===== src/rtl/mix_columns_arbiter_pkg.sv =====
// Shared AES definitions for the column-serial MixColumns arbiter: state/column
// types, GF(2^8) reduction constant, FSM encoding and column helpers.
package mix_columns_arbiter_pkg;

  typedef logic [127:0] state_t;
  typedef logic [31:0]  column_t;

  localparam logic [7:0] GF_POLY  = 8'h1B;
  localparam int         NUM_COLS = 4;

  typedef enum logic [1:0] {
    ST_IDLE    = 2'd0,
    ST_COMPUTE = 2'd1,
    ST_DONE    = 2'd2
  } fsm_e;

  typedef enum logic {
    DIR_ENC = 1'b0,
    DIR_DEC = 1'b1
  } dir_e;

  // Column 0 occupies the most significant word of the state.
  function automatic column_t get_column(input state_t s, input logic [1:0] idx);
    column_t c;
    case (idx)
      2'd0:    c = s[127:96];
      2'd1:    c = s[95:64];
      2'd2:    c = s[63:32];
      default: c = s[31:0];
    endcase
    return c;
  endfunction

  function automatic state_t set_column(input state_t s, input logic [1:0] idx,
                                        input column_t c);
    state_t r;
    r = s;
    case (idx)
      2'd0:    r[127:96] = c;
      2'd1:    r[95:64]  = c;
      2'd2:    r[63:32]  = c;
      default: r[31:0]   = c;
    endcase
    return r;
  endfunction

  function automatic logic [7:0] xtime(input logic [7:0] b);
    return {b[6:0], 1'b0} ^ (b[7] ? GF_POLY : 8'h00);
  endfunction

endpackage


===== src/rtl/mix_columns_arbiter_mix_column_unit.sv =====
// Combinational single-column MixColumns / InvMixColumns over GF(2^8), 0x11B.
module mix_column_unit
  import mix_columns_arbiter_pkg::*;
(
  input  column_t col_i,
  input  logic    inverse_i,
  output column_t col_o
);

  logic [7:0] a   [NUM_COLS];
  logic [7:0] x2  [NUM_COLS];
  logic [7:0] x4  [NUM_COLS];
  logic [7:0] x8  [NUM_COLS];
  logic [7:0] m9  [NUM_COLS];
  logic [7:0] mb  [NUM_COLS];
  logic [7:0] md  [NUM_COLS];
  logic [7:0] me  [NUM_COLS];
  logic [7:0] fwd [NUM_COLS];
  logic [7:0] inv [NUM_COLS];

  assign a[0] = col_i[31:24];
  assign a[1] = col_i[23:16];
  assign a[2] = col_i[15:8];
  assign a[3] = col_i[7:0];

  for (genvar g = 0; g < NUM_COLS; g++) begin : g_byte
    assign x2[g] = xtime(a[g]);
    assign x4[g] = xtime(x2[g]);
    assign x8[g] = xtime(x4[g]);
    assign m9[g] = x8[g] ^ a[g];
    assign mb[g] = x8[g] ^ x2[g] ^ a[g];
    assign md[g] = x8[g] ^ x4[g] ^ a[g];
    assign me[g] = x8[g] ^ x4[g] ^ x2[g];
    // Row g of the circulant matrix starts its coefficient pattern at byte g.
    assign fwd[g] = x2[g] ^ x2[(g+1)%4] ^ a[(g+1)%4] ^ a[(g+2)%4] ^ a[(g+3)%4];
    assign inv[g] = me[g] ^ mb[(g+1)%4] ^ md[(g+2)%4] ^ m9[(g+3)%4];
  end

  assign col_o = inverse_i ? {inv[0], inv[1], inv[2], inv[3]}
                           : {fwd[0], fwd[1], fwd[2], fwd[3]};

endmodule


===== src/rtl/mix_columns_arbiter.sv =====
// Arbitrates encrypt/decrypt requests onto one column-serial MixColumns unit.
// Define MIX_COLUMNS_ROUND_ROBIN_EN for round-robin; otherwise encrypt has fixed priority.
module mix_columns_arbiter
  import mix_columns_arbiter_pkg::*;
(
  input  logic   clock,
  input  logic   reset_n,
  input  logic   enc_valid,
  output logic   enc_ready,
  input  state_t enc_state,
  input  logic   dec_valid,
  output logic   dec_ready,
  input  state_t dec_state,
  output logic   rsp_valid,
  input  logic   rsp_ready,
  output state_t rsp_state,
  output logic   rsp_inverse,
  output logic   busy
);

  fsm_e       state_q, state_d;
  state_t     work_q,  work_d;
  dir_e       dir_q,   dir_d;
  logic [1:0] col_q,   col_d;

  logic    grant_enc, grant_dec, accept;
  column_t col_in, col_out;

`ifdef MIX_COLUMNS_ROUND_ROBIN_EN
  dir_e last_grant_q;

  // Encrypt wins a tie only when decrypt was served last.
  assign grant_enc = enc_valid & (~dec_valid | (last_grant_q == DIR_DEC));

  always_ff @(posedge clock or negedge reset_n) begin
    if (!reset_n) begin
      last_grant_q <= DIR_DEC;
    end else if (accept) begin
      last_grant_q <= grant_enc ? DIR_ENC : DIR_DEC;
    end
  end
`else
  assign grant_enc = enc_valid;
`endif

  assign grant_dec = dec_valid & ~grant_enc;
  assign accept    = (state_q == ST_IDLE) & (grant_enc | grant_dec);
  assign enc_ready = (state_q == ST_IDLE) & grant_enc;
  assign dec_ready = (state_q == ST_IDLE) & grant_dec;

  assign col_in = get_column(work_q, col_q);

  mix_column_unit u_mix_column_unit (
    .col_i     (col_in),
    .inverse_i (dir_q == DIR_DEC),
    .col_o     (col_out)
  );

  always_comb begin
    state_d = state_q;
    work_d  = work_q;
    dir_d   = dir_q;
    col_d   = col_q;
    case (state_q)
      ST_IDLE: begin
        if (accept) begin
          work_d  = grant_enc ? enc_state : dec_state;
          dir_d   = grant_enc ? DIR_ENC : DIR_DEC;
          col_d   = 2'd0;
          state_d = ST_COMPUTE;
        end
      end
      ST_COMPUTE: begin
        work_d = set_column(work_q, col_q, col_out);
        col_d  = col_q + 2'd1;
        if (col_q == 2'd3) begin
          state_d = ST_DONE;
        end
      end
      ST_DONE: begin
        if (rsp_ready) begin
          state_d = ST_IDLE;
        end
      end
      default: begin
        state_d = ST_IDLE;
      end
    endcase
  end

  always_ff @(posedge clock or negedge reset_n) begin
    if (!reset_n) begin
      state_q <= ST_IDLE;
      work_q  <= '0;
      dir_q   <= DIR_ENC;
      col_q   <= 2'd0;
    end else begin
      state_q <= state_d;
      work_q  <= work_d;
      dir_q   <= dir_d;
      col_q   <= col_d;
    end
  end

  // Response fields are gated so partial column results never leak out.
  assign rsp_valid   = (state_q == ST_DONE);
  assign rsp_state   = rsp_valid ? work_q : '0;
  assign rsp_inverse = rsp_valid & (dir_q == DIR_DEC);
  assign busy        = (state_q != ST_IDLE);

endmodule


===== config.mk =====
export PLATFORM = sky130hd
export DESIGN_NAME = mix_columns_arbiter
export DESIGN_NICKNAME = d
export VERILOG_FILES = /design/src/rtl/mix_columns_arbiter_pkg.sv /design/src/rtl/mix_columns_arbiter_mix_column_unit.sv /design/src/rtl/mix_columns_arbiter.sv
export SDC_FILE = /design/constraint.sdc
export NUM_CORES = 1
export LEC_CHECK = 0
export CELL_PAD_IN_SITES_DETAIL_PLACEMENT = 0
export CELL_PAD_IN_SITES_GLOBAL_PLACEMENT = 1
export CORE_MARGIN = 8
export CORE_UTILIZATION = 30
export CTS_CLUSTER_DIAMETER = 120
export DETAILED_ROUTE_END_ITERATION = 6
export GPL_TIMING_DRIVEN = 0
export HOLD_SLACK_MARGIN = 0.15
export PLACE_DENSITY = 0.84
export SYNTH_ARGS = -nofsm -noshare
export SYNTH_HDL_FRONTEND = slang
export SYNTH_SLANG_ARGS = --single-unit

===== constraint.sdc =====
create_clock -name clock -period 4 [get_ports clock]
set_input_delay 0.8 -clock clock [delete_from_list [all_inputs] [get_ports clock]]
set_output_delay 0.8 -clock clock [all_outputs]
set_load 0.01 [all_outputs]

==> flow_metrics.tcl, run 1 <==
set metrics [dict create \
    final_common_cell "clkdlybuf4s50_1" \
    io_pins 394 \
    cts-buffers-inserted 17 \
    critPathKind "reg2out" \
    drt-vias-per-instance 5.61 \
    final.setup_skew_ps 10.3 \
    final_layout_size_suffix_gt1_share_pct 18.8 \
    grt_max_degree 80 \
    post-route-util_pct 47.6 \
    die_area_um2 48200 \
    cap_violations 0 \
    grt_pass1_vias 14100 \
    startpoint "dir_q$_DFFE_PN0P_" \
    dp_hpwl_um 57900 \
    syn2layout_area_growth_pct 56.5 \
    maxSlewViolCount 0 \
    cp_cell_sequence "clkbuf_1, clkbuf_2, clkbuf_2, and2_1, clkdlybuf4s50_1" \
    synth_cell_type_count 55 \
    cts.sinks 133 \
    pre_cts_slack_ps -1630 \
    root_buffer "clkbuf_16" \
    hold_violations 0 \
    clk_latency_ps 440 \
    clkTransAtPathRegs_ps 60 \
    place_congestion 1.00 \
    cp-start-kind "register" \
    fin_crit_sh_pct 99.7 \
    ys_warn_count 0 \
    reg2reg_from "col_q[0]$_DFFE_PN0P_" \
    ys_ff_latch 133 \
    synthCells 1439 \
    die_h_um 220 \
    crit_path_max_fanout 10 \
    yosysSeqAreaShare_pct 26.8 \
    synth_fp_nets 1705 \
    num_vias 14000 \
    design.core.area_um2 40800 \
    slew_headroom_pct 6.78 \
    num_rows 74 \
    worstMarginPinSlew_ps 1390 \
    period_needed_ps 3990 \
    antenna_found_initial 0 \
    ff2ff_setup_slack_ps 20 \
    holdCritPathClass "in2async" \
    crit_path_end_kind "output pin" \
    syn_area_um2 12400 \
    drt_iter0_markers 1796 \
    status "finished with violations" \
    numPortBuffers 392 \
    violations "DRC" \
    start_util_pct 30.4 \
    dr.pass1.iters 7 \
    cts_tree "done" \
    grt_pass1_wl_um 102000 \
    critPathSlowestCell "clkbuf_1" \
    cts_hold_buffers 0 \
    r2r-end "work_q[118]$_DFFE_PN0P_" \
    synth_edf_count 0 \
    fmax_mhz 251 \
    synth_async_sr_flop_share_pct 100 \
    worstRegToRegCells 17 \
    arrival_ps 3190 \
    setup_violations 0 \
    crit_top_cell "clkbuf_2" \
    clockBufferDepth 2 \
    h-tree-depth 4 \
    worstPathRequired_ps 3200 \
    synth-main-ff-cell "dfrtp_1" \
    routedWlPerCell_um 29.7 \
    antenna_cells 0 \
    num-nets-final 2213 \
    rsz0062_at_grt "true" \
    wirelength_um 74100 \
    avgSynthCellArea_um2 8.64 \
    ant_nets 0 \
    route.detailed.drc 5 \
    critPathMaxStageDelay_ps 570 \
    grt.total_usage_pct 29.5 \
    die_w_um 220 \
    fin_hold_ws_ps 329 \
    grt_overflow 0 \
    tns_ps 0 \
    final_cell_mix "clkdlybuf4s50_1 (391), xnor2_1 (151), dfrtp_1 (133), and2_1 (130), nand2_1 (126)" \
    worst_slack_ps 13.3 \
]
==> worst max-delay path, delay by kind of cell, from the launching register on <==
| kind | cells | cell delay [ps] |
|---|---|---|
| AND/OR/NAND/NOR | 1 | 210 |
| buffers and inverters | 4 | 2120 |
| flip-flops | 1 | 410 |
==> flip-flops by register name, indices dropped and copies added, names as in the netlist <==
name     flops
work_q     128
dir_q        1
state_q      2
col_q        2
==> synthesized netlist by cell type, types with 2 or more instances <==
master / instances / area share [%]
a211o_1: 2 / 0.14
a211oi_1: 17 / 1.0
a21oi_1: 88 / 3.5
a21oi_2: 6 / 0.42
a222oi_1: 33 / 2.7
a2bb2oi_1: 3 / 0.21
a31o_2: 20 / 1.4
a31oi_1: 19 / 0.96
and2_1: 131 / 6.6
and3_1: 18 / 0.91
buf_1: 12 / 0.36
buf_2: 13 / 0.52
buf_4: 5 / 0.30
clkbuf_1: 87 / 2.6
dfrtp_1: 133 / 27
ha_1: 5 / 0.50
inv_1: 18 / 0.54
mux2_2: 70 / 6.3
mux2i_1: 65 / 5.2
nand2_1: 128 / 3.9
nand3_1: 5 / 0.20
nand3b_1: 2 / 0.12
nor2_1: 85 / 2.6
nor2b_1: 31 / 1.6
nor3_1: 7 / 0.28
o211ai_1: 4 / 0.24
o21ai_0: 95 / 3.8
o21ai_1: 6 / 0.24
o221a_1: 4 / 0.36
o22a_1: 12 / 0.85
o22ai_1: 12 / 0.60
o31ai_1: 17 / 1.0
xnor2_1: 172 / 12
xnor2_2: 4 / 0.52
xnor3_1: 20 / 3.6
xor2_1: 69 / 4.9
xor3_1: 3 / 0.57
==> worst max-delay path by stage <==
| stage | slack (ps) | endpoint |
|---|---|---|
| floorplan | 330 | work_q[3]$_DFFE_PN0P_ |
| global placement | -3580 | work_q[17]$_DFFE_PN0P_ |
| detailed placement | -1630 | work_q[124]$_DFFE_PN0P_ |
| CTS | -20 | work_q[123]$_DFFE_PN0P_ |
| global route | -110 | work_q[54]$_DFFE_PN0P_ |
| finish | 10 | rsp_inverse |
==> metrics by stage <==
stage               std cells  area, um^2
floorplan                1439       12400
global placement         2363       17000
detailed placement       2367       17100
CTS                      2463       18800
global route             2492       19500
finish                   2492       19500
==> per-layer routing <==
metal / GRT usage (%) / routed length, um / vias to the layer above
met2: 48.0 / 34300 / 872
met1: 36.3 / 29300 / 6914
met4: 12.7 / 3560 / 0
met5: 0 / 0 / -
li1: - / - / 6012
met3: 8.38 / 6940 / 182
==> what timing repair did <==
item | 4_1_cts | 5_1_grt
gates cloned | 0 | 0
gates resized for setup | 140 | 82
pin swaps | 45 | 34
buffers inserted | 65 | 29
endpoints found under the setup margin | 132 | 120
==> kinds of logic (layout without fill, tap and decap cells) <==
kind of cell	count (synthesis)	after routing	synth area share, %
mux	136	136	11.7
simple gates	412	412	16.4
xor+xnor	270	270	22.0
flops	133	133	26.8
buf+inv	136	657	4.45
fa+ha+maj	5	5	0.503
compound gates	347	347	18.2
==> area by class of cell <==
| class | count | area [um^2] |
|---|---|---|
| clock inverters | 11 | 195 |
| flip-flops and latches | 133 | 3330 |
| repair buffers | 490 | 4760 |
| inverters | 18 | 67.6 |
| multi-input cells | 1170 | 9290 |
| fillers | 3927 | 21400 |
| clock buffers | 21 | 460 |
| well taps | 532 | 666 |
| plain buffers | 117 | 686 |
Power of run 1 is not shown: default switching activity piles up to over one toggle a cycle in this logic, so the estimate is an artifact.
==> run 2: changes to the inputs <==
- SKIP_CTS_REPAIR_TIMING: default -> 1
==> flow_metrics.tcl, run 2 (synthesized netlist as in run 1, its figures left out) <==
set metrics [dict create \
    dp_hpwl_um 57900 \
    fmax_mhz 249 \
    fin_area_um2 19600 \
    drt_iter0_markers 1772 \
    cap_violations 0 \
    final.setup_skew_ps 11.2 \
    syn2layout_area_growth_pct 57.3 \
    cts.sinks 133 \
    fin_crit_sh_pct 100 \
    ant_nets 0 \
    critPathSlowestCell "a21oi_2" \
    clkTransAtPathRegs_ps 60 \
    holdCritPathClass "in2async" \
    crit_buf_inv 4 \
    final_common_cell "clkdlybuf4s50_1" \
    die_h_um 220 \
    root_buffer "clkbuf_16" \
    ff2ff_setup_slack_ps -20 \
    antenna_cells 0 \
    post-route-util_pct 47.9 \
    slew_headroom_pct 6.14 \
    grt_pass1_vias 13600 \
    wirelength_um 73600 \
    clockBufferDepth 2 \
    worst_slack_ps -17.7 \
    dr.pass1.iters 7 \
    critPathKind "reg2reg" \
    num-nets-final 2219 \
    routedWlPerCell_um 29.4 \
    place_area_um2 17100 \
    die_w_um 220 \
    nFillCells 3933 \
    grt.total_usage_pct 29.2 \
    largest_reg_flops 128 \
    grt_max_degree 80 \
    worstMarginPinSlew_ps 1400 \
    worstPathRequired_ps 4360 \
    die_area_um2 48200 \
    final_cell_mix "clkdlybuf4s50_1 (391), xnor2_1 (150), dfrtp_1 (132), and2_1 (131), nand2_1 (127)" \
    drt-vias-per-instance 5.60 \
    path_delay_family "compound AO/OA/AOI/OAI gates" \
    num_vias 14000 \
    route.detailed.drc 8 \
    regMostFlops "work_q" \
    num_rows 74 \
    grt_pass1_wl_um 101000 \
    violations "DRC, setup timing" \
    status "finished with violations" \
    grt_overflow 0 \
    cts_tree "done" \
    h-tree-depth 4 \
    place_congestion 1.00 \
    cp_cell_sequence "inv_2, ha_1, buf_6, buf_12, a222oi_1, buf_4, xor2_1, a21oi_2, xor2_1, or2_0, a21oi_2, xnor3_1, and2_1, o21ai_0" \
    setup_violations 2 \
    period_needed_ps 4020 \
    design.core.area_um2 40800 \
    clk_latency_ps 450 \
    crit_path_end_kind "register" \
    cts-buffers-inserted 17 \
    numPortBuffers 392 \
    pre_cts_slack_ps -1630 \
    io_pins 394 \
    arrival_ps 4370 \
    start_util_pct 30.4 \
    final_layout_size_suffix_gt1_share_pct 19.4 \
    critPathMaxStageDelay_ps 440 \
    hold_violations 0 \
    maxSlewViolCount 0 \
    antenna_found_initial 0 \
    largestRegisters "work_q x128, col_q x2, state_q x2" \
    fin_hold_ws_ps 335 \
    cp-start-kind "register" \
    crit_path_max_fanout 10 \
]
==> run 2: changes by cell type in the layout (fill, tap and decap cells not counted), sizes merged <==
cell | before | now
buf | 132 | 139
clkdlybuf4s15 | 1 | 0
==> run 2: final cells by class <==
class | instances | area [um^2] | area share (%)
clock buffer | 21 | 460 | 2.35
tap | 532 | 666 | 3.40
inverter | 18 | 67.6 | 0.345
buffer | 117 | 688 | 3.52
clock inverter | 11 | 195 | 0.998
timing repair buffer | 496 | 4810 | 24.6
multi-input combinational | 1170 | 9340 | 47.8
sequential | 133 | 3330 | 17.0
==> run 2: worst reg2reg max path: stages, from the launching register on <==
cell,delay (ps)
dfrtp_1,420
inv_2,80
ha_1,190
buf_6,150
buf_12,160
a222oi_1,430
buf_4,280
xor2_1,100
a21oi_2,440
xor2_1,200
or2_0,280
a21oi_2,310
xnor3_1,380
and2_1,280
o21ai_0,230
==> run 2: routing by layer <==
layer	GRT usage (%)	routed length, um
met4	12.0	3170
met5	0	0
met1	36.8	28700
met3	7.66	7420
met2	47.1	34300
==> run 2: final timing paths <==
kind	startpoint	endpoint	cells after the start
min in group clock	work_q[46]$_DFFE_PN0P_	work_q[46]$_DFFE_PN0P_	2
max	col_q[1]$_DFFE_PN0P_	work_q[47]$_DFFE_PN0P_	14
max reg2reg	col_q[1]$_DFFE_PN0P_	work_q[47]$_DFFE_PN0P_	14
max in group asynchronous	reset_n	work_q[29]$_DFFE_PN0P_	2
min	reset_n	work_q[52]$_DFFE_PN0P_	1
min reg2reg	work_q[46]$_DFFE_PN0P_	work_q[46]$_DFFE_PN0P_	2
==> run 2: per-stage QoR <==
stage / std cells / TNS, ps
after global routing: 2498 / -16.2
after global placement: 2363 / -616200
after detailed placement: 2367 / -132160
final: 2498 / -22.4
after floorplan: 1439 / 0
after CTS: 2399 / -135910
Power of run 2 is left out for the same reason.
==> run 3: changes to the inputs <==
- CORE_MARGIN: 8 -> default
==> flow_metrics.tcl, run 3 (synthesized netlist as in run 1, its figures left out) <==
set metrics [dict create \
    grt_pass1_wl_um 96000 \
    ff2ff_setup_slack_ps -40 \
    crit_path_end_kind "register" \
    regMostFlops "work_q" \
    r2r-end "work_q[91]$_DFFE_PN0P_" \
    setup_violations 6 \
    io_pins 394 \
    hold_violations 0 \
    rsz0062_at_grt "true" \
    largestRegisters "work_q x128, col_q x2, state_q x2" \
    clockBufferDepth 2 \
    fin_hold_ws_ps 321 \
    arrival_ps 4350 \
    design.core.area_um2 40800 \
    die_h_um 206 \
    grt_overflow 0 \
    nFillCells 3980 \
    path_delay_family "XOR/XNOR gates" \
    worstPathRequired_ps 4300 \
    place_area_um2 17100 \
    die_area_um2 42300 \
    clk_latency_ps 440 \
    wl_met2_um 32500 \
    fin_area_um2 19200 \
    numPortBuffers 392 \
    cts.sinks 133 \
    reg2reg_from "col_q[0]$_DFFE_PN0P_" \
    drt-vias-per-instance 5.58 \
    cap_violations 0 \
    drt-met1-wl_um 27900 \
    dr.pass1.iters 7 \
    clkTransAtPathRegs_ps 60 \
    final.setup_skew_ps 7.69 \
    maxSlewViolCount 0 \
    critPathKind "reg2reg" \
    grt_pass1_vias 13100 \
    final_cell_mix "clkdlybuf4s50_1 (391), xnor2_1 (151), dfrtp_1 (132), and2_1 (131), nand2_1 (127)" \
    ant_nets 0 \
    antenna_found_initial 2 \
    fin_crit_sh_pct 101 \
    top_layer "met5" \
    num-nets-final 2207 \
    start_util_pct 30.4 \
    drt_iter0_markers 1880 \
    slew_headroom_pct 8.93 \
    die_w_um 206 \
    h-tree-depth 4 \
    critPathMaxStageDelay_ps 580 \
    antenna_cells 0 \
    routedWlPerCell_um 28.2 \
    num_vias 13900 \
    final_layout_size_suffix_gt1_share_pct 18.5 \
    status "finished with violations" \
    cp-start-kind "register" \
    worst_slack_ps -44.2 \
    place_congestion 1.00 \
    cp_cell_sequence "inv_2, ha_2, buf_4, buf_2, a222oi_1, buf_4, a21oi_4, xnor2_4, xnor2_2, xor3_2, xnor2_2, a211o_1, a21oi_4, o21ai_0" \
    num_rows 74 \
    worstMarginPinSlew_ps 1360 \
    crit_path_max_fanout 6 \
    holdCritPathClass "in2async" \
    crit_buf_inv 4 \
    largest_reg_flops 128 \
    cts_tree "done" \
    root_buffer "clkbuf_16" \
    final_common_cell "clkdlybuf4s50_1" \
    grt.total_usage_pct 32.5 \
    violations "setup timing" \
    wl_met3_um 7130 \
    route.detailed.drc 0 \
    worstRegToRegCells 14 \
    syn2layout_area_growth_pct 54.3 \
    fmax_mhz 247 \
    dp_hpwl_um 55000 \
    pre_cts_slack_ps -1470 \
    grt_max_degree 88 \
    period_needed_ps 4040 \
    wirelength_um 70100 \
    critPathSlowestCell "xor3_2" \
    cts-buffers-inserted 17 \
]
-- run 3: changes by cell type in the layout (fill, tap and decap cells not counted), moves of 3 or more --
cell       change
nor2_1         -3
bufinv_16      -4
nor2_2         +4
buf_12         -4
buf_4          -6
a21oi_1        +5
mux2i_2        -3
a21oi_4        -7
clkinv_2       +5
-- run 3: stage by stage --
step	setup TNS, ps	utilization, %	cells
2_1_floorplan	0	-	1439
3_3_place_gp	-615860	41.7	2363
3_5_place_dp	-136630	41.8	2367
4_1_cts	-140160	43.1	2398
5_1_grt	-976	47.0	2485
6_report	-122	47.0	2485
-- run 3: layout make-up --
cell class | count | area [um^2] | share of cell area [%]
clock inverters | 10 | 83.8 | 0.437
flip-flops and latches | 133 | 3330 | 17.4
clock buffers | 21 | 450 | 2.35
well taps | 532 | 666 | 3.47
inverters | 18 | 67.6 | 0.352
repair buffers | 484 | 4670 | 24.4
plain buffers | 117 | 676 | 3.52
multi-input cells | 1170 | 9240 | 48.2
-- run 3: how the worst max path moves through the flow --
stage / from / cells after the start / end
3_5_place_dp: col_q[0]$_DFFE_PN0P_ / 13 / work_q[121]$_DFFE_PN0P_
4_1_cts: col_q[0]$_DFFE_PN0P_ / 13 / work_q[121]$_DFFE_PN0P_
2_1_floorplan: col_q[0]$_DFFE_PN0P_ / 13 / work_q[3]$_DFFE_PN0P_
5_1_grt: col_q[1]$_DFFE_PN0P_ / 15 / work_q[3]$_DFFE_PN0P_
3_3_place_gp: reset_n / 1 / work_q[0]$_DFFE_PN0P_
6_report: col_q[0]$_DFFE_PN0P_ / 14 / work_q[91]$_DFFE_PN0P_
-- run 3: routing by layer --
layer	up-vias	GRT usage, %
met5	-	1.43
met4	4	11.1
met3	139	8.08
met2	906	52.1
met1	6820	42.1
li1	5997	-
Power of run 3 is left out for the same reason.
